## config.mk

```make
export PLATFORM = sky130hd
export DESIGN_NAME = crc32_share_arbiter_flat
export DESIGN_NICKNAME = d
export VERILOG_FILES = /design/src/rtl/crc32_share_arbiter_if.sv /design/src/rtl/crc32_share_arbiter.sv /design/src/flat_wrapper.sv
export SDC_FILE = /design/constraint.sdc
export NUM_CORES = 1
export LEC_CHECK = 0
export BUFFER_PORTS_ARGS = -buffer_cell sky130_fd_sc_hd__buf_2
export CAP_MARGIN = 20
export CELL_PAD_IN_SITES_DETAIL_PLACEMENT = 1
export CELL_PAD_IN_SITES_GLOBAL_PLACEMENT = 1
export CORE_UTILIZATION = 40
export DETAILED_ROUTE_END_ITERATION = 7
export GPL_ROUTABILITY_DRIVEN = 0
export MAX_ROUTING_LAYER = met4
export PLACE_DENSITY_LB_ADDON = 0.08
export SLEW_MARGIN = 40
export SYNTH_ARGS = -nofsm -noshare
export SYNTH_HDL_FRONTEND = slang
export SYNTH_SLANG_ARGS = --single-unit
export TNS_END_PERCENT = 1
```

## constraint.sdc

```tcl
create_clock -name clk -period 5.4 [get_ports clk]
set_input_delay 0.81 -clock clk [delete_from_list [all_inputs] [get_ports clk]]
set_output_delay 0.81 -clock clk [all_outputs]
set_load 0.01 [all_outputs]
```

## src/rtl/crc32_share_arbiter_if.sv

```systemverilog
// Handshake bundle between frame requesters, the result consumer and the
// shared CRC-32 arbiter. master: requester/consumer side, slave: arbiter side.
interface crc32_share_arbiter_if #(
    parameter int N_REQ = 4,
    parameter int ID_W  = 2,
    parameter int LEN_W = 16
);
    logic [N_REQ-1:0]    req_valid;
    logic [32*N_REQ-1:0] req_data;
    logic [N_REQ-1:0]    req_last;
    logic [N_REQ-1:0]    req_ready;
    logic                res_valid;
    logic                res_ready;
    logic [31:0]         res_crc;
    logic [ID_W-1:0]     res_id;
    logic [LEN_W-1:0]    res_len;
    logic                busy;

    modport master (
        output req_valid, req_data, req_last, res_ready,
        input  req_ready, res_valid, res_crc, res_id, res_len, busy
    );

    modport slave (
        input  req_valid, req_data, req_last, res_ready,
        output req_ready, res_valid, res_crc, res_id, res_len, busy
    );
endinterface

```

## src/rtl/crc32_share_arbiter.sv

```systemverilog
// Shares one 32-bit parallel CRC-32 engine (poly 04C11DB7, MSB-first) among
// N_REQ frame requesters, granting per frame in round-robin order.
// Ports: clk, rst_n (async, asserted high), bus (slave): req_valid/req_data/
// req_last/req_ready per requester, res_valid/res_ready/res_crc/res_id/
// res_len result handshake, busy (state not IDLE).
module crc32_share_arbiter #(
    parameter int N_REQ = 4,
    parameter int ID_W  = 2,
    parameter int LEN_W = 16
) (
    input  logic                  clk,
    input  logic                  rst_n,
    crc32_share_arbiter_if.slave  bus
);
    localparam logic [31:0]     POLY    = 32'h04C11DB7;
    localparam logic [31:0]     SEED    = 32'hFFFFFFFF;
    localparam logic [ID_W:0]   NR      = (ID_W+1)'(N_REQ);
    localparam logic [ID_W-1:0] LAST_ID = ID_W'(N_REQ - 1);

    typedef enum logic [1:0] {IDLE, STREAM, RESULT} state_t;

    state_t             state;
    logic [ID_W-1:0]    rr_ptr;
    logic [ID_W-1:0]    grant;
    logic [31:0]        crc;
    logic [LEN_W-1:0]   cnt;
    logic [N_REQ-1:0]   ready_r;
    logic               res_valid_r;
    logic [31:0]        res_crc_r;
    logic [ID_W-1:0]    res_id_r;
    logic [LEN_W-1:0]   res_len_r;
    logic               busy_r;

    logic [31:0]        words [N_REQ];
    logic [31:0]        gdata;
    logic               gvalid;
    logic               glast;
    logic               accept;
    logic [31:0]        crc_next;
    logic [LEN_W-1:0]   cnt_inc;
    logic [ID_W-1:0]    pick;
    logic               found;
    logic [ID_W:0]      sum;

    // 32 steps of the shift/xor recurrence, unrolled into one cycle
    function automatic logic [31:0] a32(input logic [31:0] s_in);
        logic [31:0] s;
        s = s_in;
        for (int k = 0; k < 32; k++) begin
            s = {s[30:0], 1'b0} ^ (s[31] ? POLY : 32'h0);
        end
        return s;
    endfunction

    always_comb begin
        for (int i = 0; i < N_REQ; i++) begin
            words[i] = bus.req_data[32*i +: 32];
        end
    end

    assign gdata    = words[grant];
    assign gvalid   = bus.req_valid[grant];
    assign glast    = bus.req_last[grant];
    assign accept   = ready_r[grant] & gvalid;
    assign crc_next = a32(crc ^ gdata);
    assign cnt_inc  = (&cnt) ? cnt : cnt + 1'b1;

    // first valid requester at or after rr_ptr, wrapping
    always_comb begin
        found = 1'b0;
        pick  = '0;
        sum   = '0;
        for (int k = 0; k < N_REQ; k++) begin
            sum = {1'b0, rr_ptr} + (ID_W+1)'(k);
            if (sum >= NR) begin
                sum = sum - NR;
            end
            if (!found && bus.req_valid[sum[ID_W-1:0]]) begin
                found = 1'b1;
                pick  = sum[ID_W-1:0];
            end
        end
    end

    always_ff @(posedge clk or posedge rst_n) begin
        if (rst_n) begin
            state       <= IDLE;
            rr_ptr      <= '0;
            grant       <= '0;
            crc         <= SEED;
            cnt         <= '0;
            ready_r     <= '0;
            res_valid_r <= 1'b0;
            res_crc_r   <= '0;
            res_id_r    <= '0;
            res_len_r   <= '0;
            busy_r      <= 1'b0;
        end else begin
            unique case (state)
                IDLE: begin
                    if (found) begin
                        grant         <= pick;
                        crc           <= SEED;
                        cnt           <= '0;
                        ready_r       <= '0;
                        ready_r[pick] <= 1'b1;
                        busy_r        <= 1'b1;
                        state         <= STREAM;
                    end
                end
                STREAM: begin
                    if (accept) begin
                        crc <= crc_next;
                        cnt <= cnt_inc;
                        if (glast) begin
                            res_crc_r   <= crc_next;
                            res_id_r    <= grant;
                            res_len_r   <= cnt_inc;
                            res_valid_r <= 1'b1;
                            ready_r     <= '0;
                            state       <= RESULT;
                        end
                    end
                end
                RESULT: begin
                    if (bus.res_ready) begin
                        res_valid_r <= 1'b0;
                        rr_ptr      <= (grant == LAST_ID) ? '0
                                                          : grant + 1'b1;
                        busy_r      <= 1'b0;
                        state       <= IDLE;
                    end
                end
                default: begin
                    state <= IDLE;
                end
            endcase
        end
    end

    assign bus.req_ready = ready_r;
    assign bus.res_valid = res_valid_r;
    assign bus.res_crc   = res_crc_r;
    assign bus.res_id    = res_id_r;
    assign bus.res_len   = res_len_r;
    assign bus.busy      = busy_r;
endmodule

```

## src/flat_wrapper.sv

```systemverilog
// flat-port wrapper written by rule: the top's interface ports become plain ports
module crc32_share_arbiter_flat 
#(
    parameter int N_REQ = 4,
    parameter int ID_W  = 2,
    parameter int LEN_W = 16
)
  (clk, rst_n, bus_req_valid, bus_req_data, bus_req_last, bus_res_ready, bus_req_ready, bus_res_valid, bus_res_crc, bus_res_id, bus_res_len, bus_busy);
  crc32_share_arbiter_if #(.N_REQ(N_REQ), .ID_W(ID_W), .LEN_W(LEN_W)) bus_i ();
  input  logic clk;
  input  logic rst_n;
  input wire logic [$bits(bus_i.req_valid)-1:0] bus_req_valid;
  input wire logic [$bits(bus_i.req_data)-1:0] bus_req_data;
  input wire logic [$bits(bus_i.req_last)-1:0] bus_req_last;
  input wire logic [$bits(bus_i.res_ready)-1:0] bus_res_ready;
  output wire logic [$bits(bus_i.req_ready)-1:0] bus_req_ready;
  output wire logic [$bits(bus_i.res_valid)-1:0] bus_res_valid;
  output wire logic [$bits(bus_i.res_crc)-1:0] bus_res_crc;
  output wire logic [$bits(bus_i.res_id)-1:0] bus_res_id;
  output wire logic [$bits(bus_i.res_len)-1:0] bus_res_len;
  output wire logic [$bits(bus_i.busy)-1:0] bus_busy;
  assign bus_i.req_valid = bus_req_valid;
  assign bus_i.req_data = bus_req_data;
  assign bus_i.req_last = bus_req_last;
  assign bus_i.res_ready = bus_res_ready;
  assign bus_req_ready = bus_i.req_ready;
  assign bus_res_valid = bus_i.res_valid;
  assign bus_res_crc = bus_i.res_crc;
  assign bus_res_id = bus_i.res_id;
  assign bus_res_len = bus_i.res_len;
  assign bus_busy = bus_i.busy;
  crc32_share_arbiter #(.N_REQ(N_REQ), .ID_W(ID_W), .LEN_W(LEN_W)) u_core (.clk(clk), .rst_n(rst_n), .bus(bus_i));
endmodule
```

==> metrics.md <==
| Metric | Value |
|---|---|
| Final Critical Period | 5005 ps |
| Final Hold Viols | 0 |
| CTS Hold Bufs | 0 |
| Final nets | roughly 1100 |
| GR Util met1 | 0.3264 |
| HP Class | flop to flop |
| Post-route ant nets | 0 |
| Global route hottest layer | met2 |
| TritonCTS buffer count | 9 |
| Initial core utilization | 0.4139 |
| DIE HEIGHT | 150.4 µm |
| HPWL Detailed | around 22000 µm |
| # fillers | about 2400 |
| Max Fclk | 199.8 MHz |
| Initial DRC count | 312 |
| Clock Tree Buf Depth | 2 |
| CP max stage delay | 630 ps |
| TritonRoute pass-1 iters | 5 |
| # IOs | 195 |
| Synth Instances | 786 |
| Clock Pin Slew Worst Setup and Hold Paths | 90 ps |
| Post-synth EDFFs | 0 |
| CTS tree | yes |
| RSZ-0062 raised after global routing | no |
| Die ar. | 22620 µm² |
| Clock skew | approximately 15 ps |
| Relative slew slack | 0.5018 |
| Pins over their slew limit | 0 |
| Hold slack | 480.6 ps |
| WL/cell | roughly 22 µm |
| Postcts setup bufs | 0 |
| Mapped cell area | between 8000 and 9000 µm² |
| Largest net degree at the start of global routing | 81 |
| First-pass GRT wire length | between 40000 and 50000 µm |
| Most used DFF post-synth | dfrtp_1 |
| R2R setup slack | 390 ps |
| Met2 Use GR | 0.4265 |
| GR Util met3 | 0.04273 |
| Synth cell count leaders | xnor2_1 (160), o21ai_0 (88), nand2_1 (82), dfrtp_1 (78), xor2_1 (53) |
| Flops & latches, synth | 110 |
| Library cells used by synthesis | 48 |
| Via Count | 6693 |
| Number of buffers added on ports | 194 |
| Share of post-route cells with drive strength above 1 | 0.3484 |
| Clock Latency Late Sink | 370 ps |
| Post-synth net total | 927 |
| Total congestion overflow | 0 |
| Synth Warn # | 0 |
| Number of gates resized after cts | 0 |
| Setup violators final | 0 |
| Sequential-to-total area share from yosys stat | 0.3170 |
| Gr usage total | 0.2639 |
| Hold path depth | 2 |
| Count leader, synth | xnor2_1 |
| Post-Route WL | 28040 µm |
| CP startpoint | u_core.grant[0]$_DFFE_PP0P_ |
| Synth top area share | 0.2215 |
| H-tree depth | 3 |
| Async set-reset flop share out of synthesis | 1.000 |
| R2r worst-path depth | 11 |
| Vias in the first global route | 7232 |
| Die Wd | 150.4 µm |
| Worst Path Arrival | 5220 ps |
| Core box area | 21290 µm² |
| Syn-to-layout area delta | 18.16% |
| Worst-Margin Slew | ~750 ps |
| Yosys top cell by area | dfrtp_1 |
| Worst-path fanout max | 27 |
| Status | finished, final reports clean |
| Row Count | 53 |
| Crit path capture type | flop |
| Max cap viols | 0 |
| Sum Neg Setup Slack | 0 ps |
| Reg2reg start | u_core.grant[0]$_DFFE_PP0P_ |
| Root buf cell | clkbuf_16 |
| Min-delay src | u_core.bus.res_len[3]$_DFFE_PP0P_ |
| Slowest CP cell | mux4_2 |
| Clock sink count | between 100 and 150 |
| Critical Path RT | approximately 5600 ps |
| Worst hold endpoint | u_core.bus.res_len[3]$_DFFE_PP0P_ |
| Crit-path cells | buf_12 -> mux4_2 -> xnor2_4 -> xor2_1 -> xnor3_1 -> xnor2_1 -> xnor3_1 -> xor2_1 -> xnor2_1 -> xor2_1 -> o21ai_0 |
| Syn Area/Cell | 11.21 µm² |
| Initial antenna violation count | 1 |
| Critical path's most frequent cell | xor2_1 |
| Fin crit share | 0.9269 |
| DRC viols | 0 |
| Main area contributors after synthesis | dfrtp_1 (22%), xnor2_1 (16%), dfstp_2 (9.5%) |
| CP Launch Type | flop |
| Vias per std cell | roughly 5.3 |
| Reg2reg end | u_core.bus.res_crc[20]$_DFFE_PP0P_ |
| WS Path Type | flop to flop |
## worst max path at each step
| stage | end | slack [ps] | cells after the start |
|---|---|---|---|
| 3_3_place_gp | u_core.bus.res_crc[20]$_DFFE_PP0P_ | 420 | 11 |
| 6_report | u_core.bus.res_crc[20]$_DFFE_PP0P_ | 390 | 11 |
| 2_1_floorplan | u_core.bus.res_crc[9]$_DFFE_PP0P_ | 1010 | 11 |
| 5_1_grt | u_core.bus.res_crc[20]$_DFFE_PP0P_ | 230 | 11 |
| 4_1_cts | u_core.bus.res_crc[20]$_DFFE_PP0P_ | 370 | 11 |
| 3_5_place_dp | u_core.bus.res_crc[5]$_DFFE_PP0P_ | 420 | 11 |
## per-stage QoR
stage            util  instances  worst slack [ps]  cell area, µm²
2_1_floorplan       -        786              1005            8811
6_report       0.4891       1252             394.7           10410
4_1_cts        0.4886       1251             371.1           10400
3_3_place_gp   0.4751       1235             417.1           10110
3_5_place_dp   0.4752       1235             417.2           10120
5_1_grt        0.4891       1252             226.2           10410
## cell usage in the layout (no fill, tap or decap), types with 22 or more instances in the layout
| cell | n |
|---|---|
| mux4_2 | 32 |
| dfrtp_1 | 76 |
| dfstp_2 | 32 |
| xnor2_2 | 22 |
| buf_2 | 194 |
| xor2_1 | 53 |
| xnor2_1 | 159 |
| o21ai_0 | 88 |
| nand2_1 | 81 |
| xnor3_1 | 30 |
| nor2_1 | 25 |
## cells by family after synthesis
kind of cell / share of synthesized area
buffers and inverters: 0.02371
xor gates and xnor gates: 0.3926
AOI/OAI and AO/OA: 0.09373
muxes: 0.09827
DFF: 0.3170
and+or+nand+nor: 0.07185
adders and majority gates: 0.002840
## area by class of cell
type / count / area (µm²) / share of cell area
well taps: 275 / 344.1 / 0.03305
clock buffers: 11 / 232.7 / 0.02235
multi-input cells: 630 / 5827 / 0.5597
diodes: 1 / 2.502 / 0.0002404
inverters: 7 / 31.28 / 0.003004
clock inverters: 5 / 52.55 / 0.005047
flip-flops and latches: 110 / 2795 / 0.2685
repair buffers: 213 / 1126 / 0.1082
## sequential cells by signal, summed over array words and instances, names as in the netlist
name	flops
u_core.bus.busy	1
u_core.bus.req_ready	4
u_core.bus.res_crc	32
u_core.bus.res_id	2
u_core.bus.res_len	16
u_core.bus.res_valid	1
u_core.cnt	16
u_core.crc	32
u_core.grant	2
u_core.rr_ptr	2
u_core.state	2
## worst max-delay path, delay by kind of cell, from the launching register on
family	cells	cell delay, ps
AO/OA/AOI/OAI	1	140
XOR/XNOR	8	3160
buffers and inverters	1	280
flip-flops	1	610
multiplexers	1	630
## routing by layer
layer,up-vias,part of all wire
li1,3092,-
met5,-,0
met3,51,0.035
met2,167,0.49
met1,3383,0.43
met4,0,0.041
Power is left out: the tool's default activity adds up to more than one toggle a clock period on the data nets, which glitch-free logic cannot reach.
